==> src/rtl/param_register_file_if.sv <==
// rtl/param_register_file_if.sv - register file access bundle (write port, two read ports, clear/status)
interface param_register_file_if #(
   parameter int WIDTH_OF_REGISTER = 16,
   parameter int WIDTH_OF_ADDR     = 3
);
   logic                         enable;
   logic                         wr_en;
   logic [WIDTH_OF_ADDR-1:0]     rd_adrs;
   logic [WIDTH_OF_REGISTER-1:0] data_in;
   logic [WIDTH_OF_ADDR-1:0]     ra_adrs;
   logic [WIDTH_OF_ADDR-1:0]     rb_adrs;
   logic                         clear;
   logic [WIDTH_OF_REGISTER-1:0] ra_out;
   logic [WIDTH_OF_REGISTER-1:0] rb_out;
   logic                         busy;
   logic                         clear_done;

   modport master (
      output enable, wr_en, rd_adrs, data_in, ra_adrs, rb_adrs, clear,
      input  ra_out, rb_out, busy, clear_done
   );

   modport slave (
      input  enable, wr_en, rd_adrs, data_in, ra_adrs, rb_adrs, clear,
      output ra_out, rb_out, busy, clear_done
   );
endinterface

==> src/rtl/param_register_file.sv <==
// rtl/param_register_file.sv - parametrised register file, 1 write / 2 registered read ports, sequenced clear
module param_register_file #(
   parameter int NUM_OF_REGISTER   = 8,
   parameter int WIDTH_OF_REGISTER = 16,
   parameter int WIDTH_OF_ADDR     = 3,
   parameter int ZERO_REG          = 0
) (
   input  logic                  clock,
   input  logic                  reset_n,
   param_register_file_if.slave  bus
);
   typedef enum logic {IDLE, CLEAR} state_t;

   localparam logic [WIDTH_OF_ADDR:0]   NUM_W = NUM_OF_REGISTER[WIDTH_OF_ADDR:0];
   localparam logic [WIDTH_OF_ADDR-1:0] LAST  = WIDTH_OF_ADDR'(NUM_OF_REGISTER - 1);

   state_t                         state, state_next;
   logic [WIDTH_OF_ADDR-1:0]       idx, idx_next;
   logic [WIDTH_OF_REGISTER-1:0]   regs [NUM_OF_REGISTER];
   logic                           wr_accept;
   logic [WIDTH_OF_REGISTER-1:0]   ra_val, rb_val;

   function automatic logic addr_ok(input logic [WIDTH_OF_ADDR-1:0] a);
      return ({1'b0, a} < NUM_W) && !((ZERO_REG != 0) && (a == '0));
   endfunction

   // Read value as seen after this edge: write bypass first, then the clear sweep.
   function automatic logic [WIDTH_OF_REGISTER-1:0] value(input logic [WIDTH_OF_ADDR-1:0] a);
      if (!addr_ok(a))                    return '0;
      if (wr_accept && a == bus.rd_adrs)  return bus.data_in;
      if (state == CLEAR && a == idx)     return '0;
      return regs[a];
   endfunction

   always_comb begin
      state_next = state;
      idx_next   = idx;
      case (state)
         IDLE: begin
            if (bus.clear) begin
               state_next = CLEAR;
               idx_next   = '0;
            end
         end
         CLEAR: begin
            if (idx == LAST) state_next = IDLE;
            else             idx_next   = idx + 1'b1;
         end
         default: state_next = IDLE;
      endcase
   end

   always_comb begin
      wr_accept = bus.enable && bus.wr_en && (state == IDLE) && !bus.clear && addr_ok(bus.rd_adrs);
      ra_val    = value(bus.ra_adrs);
      rb_val    = value(bus.rb_adrs);
   end

   always_ff @(posedge clock or negedge reset_n) begin
      if (!reset_n) begin
         state <= IDLE;
         idx   <= '0;
      end else begin
         state <= state_next;
         idx   <= idx_next;
      end
   end

   always_ff @(posedge clock or negedge reset_n) begin
      if (!reset_n) begin
         for (int i = 0; i < NUM_OF_REGISTER; i++) regs[i] <= '0;
      end else if (state == CLEAR) begin
         regs[idx] <= '0;
      end else if (wr_accept) begin
         regs[bus.rd_adrs] <= bus.data_in;
      end
   end

   always_ff @(posedge clock or negedge reset_n) begin
      if (!reset_n) begin
         bus.ra_out     <= '0;
         bus.rb_out     <= '0;
         bus.busy       <= 1'b0;
         bus.clear_done <= 1'b0;
      end else begin
         if (bus.enable) begin
            bus.ra_out <= ra_val;
            bus.rb_out <= rb_val;
         end
         bus.busy       <= (state_next == CLEAR);
         bus.clear_done <= (state == CLEAR) && (idx == LAST);
      end
   end
endmodule

==> src/flat_wrapper.sv <==
// flat-port wrapper written by rule: the top's interface ports become plain ports
module param_register_file_flat 
#(
   parameter int NUM_OF_REGISTER   = 8,
   parameter int WIDTH_OF_REGISTER = 16,
   parameter int WIDTH_OF_ADDR     = 3,
   parameter int ZERO_REG          = 0
)
  (clock, reset_n, bus_enable, bus_wr_en, bus_rd_adrs, bus_data_in, bus_ra_adrs, bus_rb_adrs, bus_clear, bus_ra_out, bus_rb_out, bus_busy, bus_clear_done);
  param_register_file_if #(.WIDTH_OF_REGISTER(WIDTH_OF_REGISTER), .WIDTH_OF_ADDR(WIDTH_OF_ADDR)) bus_i ();
  input  logic clock;
  input  logic reset_n;
  input wire logic [$bits(bus_i.enable)-1:0] bus_enable;
  input wire logic [$bits(bus_i.wr_en)-1:0] bus_wr_en;
  input wire logic [$bits(bus_i.rd_adrs)-1:0] bus_rd_adrs;
  input wire logic [$bits(bus_i.data_in)-1:0] bus_data_in;
  input wire logic [$bits(bus_i.ra_adrs)-1:0] bus_ra_adrs;
  input wire logic [$bits(bus_i.rb_adrs)-1:0] bus_rb_adrs;
  input wire logic [$bits(bus_i.clear)-1:0] bus_clear;
  output wire logic [$bits(bus_i.ra_out)-1:0] bus_ra_out;
  output wire logic [$bits(bus_i.rb_out)-1:0] bus_rb_out;
  output wire logic [$bits(bus_i.busy)-1:0] bus_busy;
  output wire logic [$bits(bus_i.clear_done)-1:0] bus_clear_done;
  assign bus_i.enable = bus_enable;
  assign bus_i.wr_en = bus_wr_en;
  assign bus_i.rd_adrs = bus_rd_adrs;
  assign bus_i.data_in = bus_data_in;
  assign bus_i.ra_adrs = bus_ra_adrs;
  assign bus_i.rb_adrs = bus_rb_adrs;
  assign bus_i.clear = bus_clear;
  assign bus_ra_out = bus_i.ra_out;
  assign bus_rb_out = bus_i.rb_out;
  assign bus_busy = bus_i.busy;
  assign bus_clear_done = bus_i.clear_done;
  param_register_file #(.NUM_OF_REGISTER(NUM_OF_REGISTER), .WIDTH_OF_REGISTER(WIDTH_OF_REGISTER), .WIDTH_OF_ADDR(WIDTH_OF_ADDR), .ZERO_REG(ZERO_REG)) u_core (.clock(clock), .reset_n(reset_n), .bus(bus_i));
endmodule
==> config.mk <==
export PLATFORM = sky130hd
export DESIGN_NAME = param_register_file_flat
export DESIGN_NICKNAME = d
export VERILOG_FILES = /design/src/rtl/param_register_file_if.sv /design/src/rtl/param_register_file.sv /design/src/flat_wrapper.sv
export SDC_FILE = /design/constraint.sdc
export NUM_CORES = 1
export LEC_CHECK = 0
export BUFFER_PORTS_ARGS = -buffer_cell sky130_fd_sc_hd__buf_2
export CAP_MARGIN = 10
export CORE_MARGIN = 4
export CORE_UTILIZATION = 61
export CTS_CLUSTER_SIZE = 20
export DETAILED_ROUTE_END_ITERATION = 10
export HOLD_SLACK_MARGIN = 0.15
export PLACE_DENSITY = 0.91
export SLEW_MARGIN = 20
export SYNTH_ARGS = -nofsm -noshare
export SYNTH_HDL_FRONTEND = slang
export SYNTH_SLANG_ARGS = --single-unit
==> constraint.sdc <==
create_clock -name clock -period 2.4 [get_ports clock]
set_input_delay 0 -clock clock [delete_from_list [all_inputs] [get_ports clock]]
set_output_delay 0 -clock clock [all_outputs]
set_load 0.03 [all_outputs]
Yosys cells after proc, flatten, opt, wreduce, memory -nomap -nowiden. Index checks and enable logic that the tools add are counted.

Equality and inequality tests: 7. $lt $le $gt $ge: 6. Multiplexer cells: 33. Reduce and logical (&&, ||, !) cells: 13. Bitwise gates (word level): 7. Add/subtract/negate cells: 1.

Operators with widths (number): $mux W128 (2); $mux W16 (14); $and A128 B128 Y128 (1); $bwmux W128 (1); $not A128 Y128 (1); $bmux W16 S3 (2); $demux W16 S3 (2); $ge A4 B4 Y1 const B (4); $not A3 Y4 (4); $eq A3 B3 Y1 (4); $logic_and A1 B1 Y1 (10); $lt A4 B1 Y1 const B (2); $mux W1 (8); $mux W3 (2); $pmux W3 S2 (1); $ne A2 B2 Y1 const B (2); $add A3 B1 Y3 const B (1); $eq A3 B3 Y1 const B (1); $pmux W1 S2 (1); $reduce_and A2 Y1 (1); $reduce_bool A2 Y1 (1); $logic_not A1 Y1 (1); $not A1 Y1 (1).

Register bits after elaboration: 165. Bits of input ports: 30. Word-level logic and storage cells: 80. Output and inout bits: 34.

Longest topological paths before layout. Gate-level depths: netlist (run 1).

Word-level depth: 8. Mapped depth: 7. Gate-level depth less buffers: 5.

Worst setup path after synthesis (run 1). Ideal clock, no wire load.

Path kind: register to register. Start: register u_core.state. End: register u_core.regs[10] in the netlist's numbering. Buffers on the path: 2. Clock period less this slack: 2.030 ns. Arrival time: 1.909 ns. Required time: 2.279 ns. Path slack: 0.370 ns. Stages on the path, launching flop included: 7. Path through: dfrtp_1 > nand4bb_1 > buf_6 > nor3_2 > a41oi_1 > buf_2 > a22o_1.

Word-level cells in the longest chain between the ends: 4. Elaborated cells between the ends (all ways): 5.

Ends and longest elaborated chain: start, declared (RTL line param_register_file.sv:17) `state_t state, state_next;`; start signal, assigned (RTL line param_register_file.sv:64) `state <= state_next;`; $not A1 Y1 (RTL line param_register_file.sv:54) `wr_accept = bus.enable && bus.wr_en && (state == IDLE) && !bus.clear && addr_ok(bus.rd_adrs);`; $logic_and A1 B1 Y1 (2 in a row) (RTL line param_register_file.sv:54); $reduce_bool A2 Y1 (no line); end signal, assigned by index (RTL line param_register_file.sv:75) `regs[bus.rd_adrs] <= bus.data_in;`; end, declared (RTL line param_register_file.sv:19) `logic [WIDTH_OF_REGISTER-1:0] regs [NUM_OF_REGISTER];`.

Several ways; a longest one is shown, not always the timed one. A chain may end at the register's enable or synchronous reset.

Worst setup path after layout (run 1).
Start: register u_core.idx[0]. End: register u_core.bus.rb_out[15].

Word-level cells in the longest chain between the ends: 6. Elaborated cells between the ends (all ways): 7.

Ends and longest elaborated chain: start, declared (RTL line param_register_file.sv:18) `logic [WIDTH_OF_ADDR-1:0] idx, idx_next;`; start signal, assigned (RTL line param_register_file.sv:65) `idx <= idx_next;`; $eq A3 B3 Y1 * (RTL line param_register_file.sv:31) `if (state == CLEAR && a == idx) return '0;`; $logic_and A1 B1 Y1 * (RTL line param_register_file.sv:31); $mux W1 (2 in a row) (RTL line param_register_file.sv:31); $mux W16 * (RTL line param_register_file.sv:32) `return regs[a];`; $mux W16 * (RTL line param_register_file.sv:31); end signal, assigned (RTL line param_register_file.sv:88) `bus.rb_out <= rb_val;`; end, declared (RTL line param_register_file_if.sv:25) `output ra_out, rb_out, busy, clear_done`.

Every way passes the cells marked *; elsewhere a longest branch is shown, timed or not. The select of a mux whose other input is x is not followed.

==> impl_metrics.tcl, run 1 <==
set metrics [dict create \
    outcome "finished clean" \
    crit_required_ps 2660 \
    cts-root-buf "clkbuf_16" \
    grt_max_degree 72 \
    crit_family "simple AND/OR/NAND/NOR gates" \
    seq_area_frac_synth 0.486 \
    finalWeightedCongestion 0.910 \
    synth.cell_area_mm2 0.00850 \
    area_growth_pct 15.7 \
    hold_viol 0 \
    dp.cells 851 \
    skew_ps 6.00 \
    ys_warn_count 0 \
    r2r-start "u_core.idx[0]" \
    hold_end "u_core.bus.ra_out[0]" \
    dieHeight_um 126 \
    fin_nets 746 \
    drv_slew 0 \
    ys_seq_elements 165 \
    async_flop_share 1.00 \
    cts_max_level 4 \
    grt_pass1_vias 7248 \
    antennaDiodeCount 0 \
    initial_core_util 0.632 \
    grt_setup_unrepaired "false" \
    io_pins 64 \
    syn-mean-instance-area_um2 13.1 \
    dp_slack_ps 423 \
    cpMaxStageDelayCell "nand4_1" \
    crit_start "u_core.idx[0]" \
    hold_depth 3 \
    worst_hold_startpoint "bus_enable" \
    final_layout_size_suffix_gt1_frac 0.326 \
    p_per_area_mw_per_mm2 821 \
    peakVddDrop_mv 0.531 \
    r2r-end "u_core.bus.rb_out[15]" \
    hold_path.class "in2reg" \
    totalWireLength_um 26700 \
    avgViaCountPerCell 7.81 \
    crit_path_start_kind "flop" \
    drv_cap 0 \
    yosys-top-cells-area "dfrtp_1 (49%), mux4_2 (17%), a22o_1 (13%), mux2_2 (4.5%), a31oi_1 (2.7%)" \
    post-route-period-util 0.858 \
    grt_pass1_wl_um 42000 \
    multi_input_area_mm2 0.00404 \
    setup_slack_ps 342 \
    port_buffers 63 \
    core_area_mm2 0.0135 \
    first_iter_violations 1231 \
    yosysTopAreaCellShare 0.486 \
    worst_pin_slew_ps 749 \
    r2r_cells 4 \
    max_freq_ghz 0.486 \
    synth_edf_count 0 \
    synthCells 651 \
    synth.lib_cells_used.distinct 30 \
    crit_path_end_kind "flop" \
    ctsResizeCount 0 \
    antenna_found_initial 1 \
    track_usage 0.347 \
    clk_pin_slew_ps 60 \
    synth_fp_nets 683 \
    vias 7039 \
    routedWlPerCell_um 29.6 \
    drc 0 \
    setup_viol 0 \
    cts_buffers 17 \
    cts_sinks 165 \
    n_fill_cell 780 \
    critPathMaxStageDelay_ps 620 \
    worstPathCellList "xnor2_1 > nand4_1 > nand3_1 > a31oi_1" \
    leakage_uw 0.00437 \
    ant_nets 0 \
    gr-total-overflow 0 \
    firstDrtPassIters 8 \
    rrSetupSlack_ps 340 \
    cts_setup_buffers 0 \
    chipWidth_um 126 \
    seq_area_mm2 0.00413 \
    path_max_fanout 16 \
    worst-path-buf-inv 0 \
    setup_tns_ps 0 \
    arrival_ps 2320 \
    fin_crit_ps 2060 \
    clk_latency_ps 420 \
    fin_cells 901 \
    detailed_place_hpwl_um 15800 \
    yosysTopAreaCell "dfrtp_1" \
    crit_type "reg2reg" \
    max_slew_margin 0.499 \
    num_rows 42 \
    dieArea_mm2 0.0159 \
    synth_flop_cell "dfrtp_1" \
    postCtsHoldBufs 20 \
    cts_buffer_depth 2 \
    cts_tree "done" \
]
==> through the flow <==
step / instance area [um2] / hold WS [ps] / utilization / power [uW]
floorplan: 8500 / -296 / - / 4520
global placement: 9040 / 19.2 / 0.672 / 5070
detailed placement: 9040 / 29.5 / 0.672 / 5200
CTS: 9830 / 204 / 0.731 / 7990
global route: 9830 / 254 / 0.731 / 8320
finish: 9830 / 221 / 0.731 / 8070
==> cell families after synthesis <==
logic type	after synthesis	synth area share
AO/OA/AOI/OAI	171	0.163
XOR/XNOR	13	0.0134
adder cells (fa/ha/maj)	2	0.00294
buffers and inverters	76	0.0392
flip-flops	165	0.486
multiplexers	98	0.215
AND/OR/NAND/NOR	126	0.0810
==> sequential cells by signal, indices dropped and copies added, names as in the netlist <==
register,count
u_core.bus.rb_out,16
u_core.bus.ra_out,16
u_core.regs,128
u_core.idx,3
u_core.bus.clear_done,1
u_core.state,1
==> synth_stat cells, types with 3 or more instances <==
library cell	number
dfrtp_1	165
a22o_1	128
mux4_2	64
clkbuf_1	40
a31oi_1	36
nand2_1	36
nor2_1	35
mux2_2	34
nand3_1	32
buf_2	24
xnor2_1	7
buf_1	6
xor2_1	6
nand2b_1	4
nor3_2	4
nor4_4	4
a21oi_1	3
nor2b_1	3
o21ai_0	3
==> how the worst max path moves through the flow <==
stage,endpoint,cells after the start
after floorplan,u_core.regs[10],6
after global placement,u_core.bus.ra_out[8],4
after detailed placement,u_core.bus.rb_out[15],4
after CTS,u_core.bus.rb_out[15],4
after global routing,u_core.bus.rb_out[7],4
final,u_core.bus.rb_out[15],4
==> where the power goes <==
| part | switching [uW] | leakage [uW] | internal (uW) | total (uW) |
|---|---|---|---|---|
| Combinational | 1240 | 0.00183 | 739 | 1980 |
| Sequential | 286 | 0.00224 | 3040 | 3330 |
| Clock | 1090 | 0.000291 | 1670 | 2770 |
==> layer usage <==
metal,up-vias,share of wire,track usage
met4,2,0.068,0.215
met2,753,0.46,0.524
met3,191,0.14,0.126
met1,3430,0.33,0.428
li1,2663,-,-
met5,-,0.00049,0
==> area by class of cell <==
type,instances,share of cell area
clock inverter,10,0.0134
timing repair buffer,119,0.0869
inverter,1,0.000382
tap,176,0.0224
multi-input combinational,410,0.411
sequential,165,0.420
clock buffer,20,0.0464
==> tightest hold or removal path: cells and delay by family <==
kind,cells,cell delay (ps)
buf+inv,2,400
compound gates,1,190
==> cell usage in the layout, fill, tap and decap left out, types with 20 or more instances in the layout <==
master         synthesis  layout
mux4_2                64      64
nand3_1               32      32
a31oi_1               36      36
dlygate4sd3_1          0      20
dfrtp_1              165     165
buf_2                 24      62
nor2_1                35      35
mux2_2                34      34
buf_4                  2      31
a22o_1               128     128
nand2_1               36      36
Power figures use the tool's default switching activity.
==> inputs of run 2 (changes only) <==
==> constraint.sdc (replaced) <==
create_clock -name clock -period 2.3 [get_ports clock]
set_input_delay 0 -clock clock [delete_from_list [all_inputs] [get_ports clock]]
set_output_delay 0 -clock clock [all_outputs]
set_load 0.03 [all_outputs]
==> run 2 against run 1 <==
  * Combinational power up 10%
  * Clock power down 3%
  * Critical endpoint is now u_core.bus.rb_out[3]
  * Fmax down 3.1%
==> impl_metrics.tcl, run 2 (synthesis results as in run 1) <==
set metrics [dict create \
    io_pins 64 \
    first_iter_violations 1183 \
    finalWeightedCongestion 0.878 \
    antenna_found_initial 1 \
    final_cell_mix "dfrtp_1 (165), a22o_1 (128), mux4_2 (64)" \
    rrSetupSlack_ps 180 \
    cts_max_level 4 \
    port_buffers 63 \
    grt_max_degree 65 \
    grt_pass1_vias 7247 \
    peakVddDrop_mv 0.626 \
    dieArea_mm2 0.0159 \
    arrival_ps 2460 \
    drv_cap 0 \
    vias 6980 \
    power_frac_seq 0.409 \
    crit_path_start_kind "flop" \
    crit_required_ps 2640 \
    clk_pin_slew_ps 60 \
    p_switching_uw 2730 \
    setup_viol 0 \
    regMostFlops "u_core.regs" \
    p_per_area_mw_per_mm2 845 \
    fin_nets 747 \
    crit_type "reg2reg" \
    clockPowerShare 0.327 \
    max_freq_ghz 0.471 \
    fin_hold_ws_ps 213 \
    cts_sinks 165 \
    chipWidth_um 126 \
    area_growth_pct 15.2 \
    avgViaCountPerCell 7.73 \
    worst_pin_slew_ps 764 \
    setup_tns_ps 0 \
    crit_path_end_kind "flop" \
    leakage_uw 0.00434 \
    cts_buffers 17 \
    grt_pass1_wl_um 41700 \
    routedWlPerCell_um 29.0 \
    track_usage 0.345 \
    p_comb_frac 0.264 \
    hold_viol 0 \
    cts_tree "done" \
    skew_ps 8.47 \
    cts_setup_buffers 0 \
    num_rows 42 \
    outcome "finished clean" \
    layout_commonest_cell "dfrtp_1" \
    grt_setup_unrepaired "false" \
    detailed_place_hpwl_um 15700 \
    swShare 0.330 \
    clk_latency_ps 440 \
    dp.cells 853 \
    post-route-period-util 0.923 \
    cts-root-buf "clkbuf_16" \
    dp_slack_ps 181 \
    path_max_fanout 16 \
    dieHeight_um 126 \
    antennaDiodeCount 0 \
    reg_top3 "u_core.regs: 128 flops, u_core.bus.ra_out: 16 flops, u_core.bus.rb_out: 16 flops" \
    final_layout_size_suffix_gt1_frac 0.330 \
    firstDrtPassIters 6 \
    intPower_uw 5540 \
    fin_crit_ps 2120 \
    largest_reg_flops 128 \
    cts_buffer_depth 2 \
    drc 0 \
    setup_slack_ps 177 \
    drv_slew 0 \
    hold_path.class "in2reg" \
    max_slew_margin 0.489 \
    fin_cells 903 \
    gr-total-overflow 0 \
    power_uw 8280 \
    initial_core_util 0.632 \
    ant_nets 0 \
    totalWireLength_um 26200 \
    core_area_mm2 0.0135 \
]
run 2: path summary, 6_finish.rpt:
kind / startpoint / to / cells after the start
hold reg to reg: u_core.regs[86] / u_core.regs[86] / 1
setup / recovery: u_core.state / u_core.bus.rb_out[3] / 6
min in group asynchronous: reset_n / u_core.regs[34] / 3
setup reg to reg: u_core.state / u_core.bus.rb_out[3] / 6
max in group asynchronous: reset_n / u_core.regs[14] / 4
hold / removal: bus_enable / u_core.bus.ra_out[1] / 3
run 2: metrics by stage:
step	util	cell area [um2]
final	0.728	9790
after CTS	0.727	9780
after global placement	0.672	9030
after floorplan	-	8500
after global routing	0.728	9790
after detailed placement	0.672	9030
run 2: repair_timing:
action,in CTS,in global routing
setup endpoints to repair,0,4
hold buffers,19,0
endpoints found under the hold margin,329,0
gates resized for setup,0,2
run 2: area by class of cell:
class,instances,area [um2]
well taps,176,220
fillers,822,3660
flip-flops and latches,165,4130
repair buffers,120,835
inverters,1,3.75
clock buffers,23,478
multi-input cells,410,4050
clock inverters,8,76.3
run 2: per-layer routing:
| layer | share of wire | wire length [um] | global-route usage |
|---|---|---|---|
| met1 | 0.35 | 9190 | 0.449 |
| met2 | 0.46 | 12000 | 0.502 |
| met3 | 0.14 | 3610 | 0.128 |
| met4 | 0.053 | 1380 | 0.199 |
| met5 | 0.00050 | 13 | 0 |
run 2: critical path: stages (launching register included):
cell	delay (ps)
dfrtp_1	380
nand4bb_1	420
buf_4	340
nor4_4	280
buf_4	250
nand2_1	100
a31oi_1	240
run 2: power by group through the flow:
stage / Sequential [uW] / Combinational, uW / Clock, uW
finish: 3390 / 2180 / 2700
global route: 3400 / 2290 / 2830
CTS: 3360 / 2100 / 2710
global placement: 3370 / 1960 / 0
floorplan: 3500 / 1220 / 0
detailed placement: 3410 / 2030 / 0
==> inputs of run 3 (changes only) <==
--- a/config.mk
+++ b/config.mk
@@ -5,7 +5,7 @@
 export SDC_FILE = /design/constraint.sdc
 export NUM_CORES = 1
 export LEC_CHECK = 0
-export BUFFER_PORTS_ARGS = -buffer_cell sky130_fd_sc_hd__buf_2
+export BUFFER_PORTS_ARGS = -buffer_cell sky130_fd_sc_hd__buf_4
 export CAP_MARGIN = 10
 export CORE_MARGIN = 4
 export CORE_UTILIZATION = 61
==> run 3 against run 2 <==
  * Count of clock-buffer cells in the layout shrank 5
  * Die area is the same
  * Largest power group unchanged
  * Clock skew is essentially flat
  * Highest routed layer is now met4
  * First-iteration DRC count grew 8.1%
  * Worst hold slack lost 77 ps
  * Combinational power grew 3%
  * Sequential power is essentially flat
  * Utilization grew 1.7 points
  * Via count is essentially flat
==> impl_metrics.tcl, run 3 (synthesis results as in run 1) <==
set metrics [dict create \
    post-route-period-util 0.948 \
    place_area_mm2 0.00918 \
    num_rows 42 \
    cts_buffer_depth 2 \
    crit_type "reg2reg" \
    reg_top3 "u_core.regs: 128 flops, u_core.bus.ra_out: 16 flops, u_core.bus.rb_out: 16 flops" \
    post-route-util 0.745 \
    intPower_uw 6000 \
    r2r-end "u_core.bus.ra_out[14]" \
    peakVddDrop_mv 0.656 \
    p_comb_frac 0.253 \
    gr-total-overflow 0 \
    detailed_place_hpwl_um 15000 \
    power_frac_seq 0.383 \
    crit_path_end "u_core.bus.ra_out[14]" \
    n_fill_cell 747 \
    dp.cells 849 \
    regMostFlops "u_core.regs" \
    cts_tree "done" \
    avgViaCountPerCell 7.77 \
    grt_pass1_wl_um 40600 \
    skew_ps 8.43 \
    ant_nets 0 \
    cts_buffers 17 \
    cts-root-buf "clkbuf_16" \
    dieArea_mm2 0.0159 \
    chipWidth_um 126 \
    crit_required_ps 2570 \
    drv_slew 0 \
    clockPowerShare 0.364 \
    arrival_ps 2450 \
    io_pins 64 \
    antennaDiodeCount 0 \
    track_usage 0.336 \
    vias 6981 \
    cts_setup_buffers 0 \
    hold_viol 0 \
    area_growth_pct 18.0 \
    crit_path_start_kind "flop" \
    drv_cap 0 \
    finalWeightedCongestion 0.892 \
    grt_setup_unrepaired "false" \
    worst_pin_slew_ps 860 \
    clk_pin_slew_ps 70 \
    max_slew_margin 0.425 \
    routedWlPerCell_um 29.2 \
    final_cell_mix "dfrtp_1 (165), a22o_1 (128), buf_4 (92)" \
    cts_max_level 4 \
    drc 0 \
    final_area_mm2 0.0100 \
    r2r_cells 5 \
    firstDrtPassIters 6 \
    hold_path.class "in2async" \
    largest_reg_flops 128 \
    outcome "finished clean" \
    crit_path_end_kind "flop" \
    totalWireLength_um 26200 \
    core_area_mm2 0.0135 \
    cts_sinks 165 \
    r2r-start "u_core.idx[0]" \
    crit_start "u_core.idx[0]" \
    rrSetupSlack_ps 120 \
    p_per_area_mw_per_mm2 883 \
    fin_nets 742 \
    fin_cells 899 \
    fin_crit_ps 2180 \
    first_iter_violations 1279 \
    max_freq_ghz 0.459 \
    path_max_fanout 16 \
    swShare 0.323 \
    setup_viol 0 \
    antenna_found_initial 0 \
    dieHeight_um 126 \
    clk_latency_ps 440 \
    setup_tns_ps 0 \
    port_buffers 63 \
    initial_core_util 0.632 \
    leakage_uw 0.00440 \
    final_layout_size_suffix_gt1_frac 0.332 \
    p_switching_uw 2860 \
    grt_pass1_vias 6920 \
    layout_commonest_cell "dfrtp_1" \
    grt_max_degree 72 \
]
run 3: how the worst min path moves through the flow:
stage | to | depth (start not counted) | from
after floorplan | u_core.bus.clear_done | 0 | reset_n
after global placement | u_core.regs[49] | 1 | reset_n
after global routing | u_core.regs[65] | 2 | reset_n
after detailed placement | u_core.regs[17] | 1 | reset_n
after CTS | u_core.regs[33] | 2 | reset_n
final | u_core.regs[33] | 2 | reset_n
run 3: power by group through the flow:
stage / clock network, uW / logic, uW / registers, uW
finish: 3220 / 2240 / 3390
global placement: 0 / 2000 / 3370
floorplan: 0 / 1220 / 3500
global route: 3370 / 2330 / 3410
CTS: 3200 / 2180 / 3370
detailed placement: 0 / 2100 / 3400
run 3: layout make-up:
class	count	area, um2	share of cell area
inverter	1	3.75	0.000374
tap	176	220	0.0220
sequential	165	4130	0.412
timing repair buffer	115	962	0.0960
clock buffer	18	439	0.0438
clock inverter	14	223	0.0222
multi-input combinational	410	4050	0.404
run 3: routing by layer:
layer	GRT usage	vias up	routed length [um]
li1	-	2658	-
met2	0.514	709	12100
met1	0.443	3445	9110
met5	0	-	0
met3	0.102	169	3620
met4	0.167	0	1390
run 3: repair_timing:
| action | in CTS | in global routing |
|---|---|---|
| hold endpoints to repair | 299 | 0 |
| gates resized for setup | 0 | 2 |
| hold buffers | 18 | 0 |
| setup endpoints to repair | 0 | 12 |
run 3: metrics by stage:
| step | setup WS, ps | hold slack (ps) | total power (uW) |
|---|---|---|---|
| detailed placement | 99.2 | 44.4 | 5500 |
| finish | 120 | 136 | 8860 |
| global placement | 271 | 26.6 | 5370 |
| floorplan | 270 | -296 | 4720 |
| global route | 58.6 | 203 | 9100 |
| CTS | 41.2 | 161 | 8750 |
run 3: worst max-delay path, cell delays in order (launching register included):
cell     delay (ps)
dfrtp_1         410
buf_4           190
xnor2_1         190
nand4_1         700
nand3_1         350
a31oi_1         160
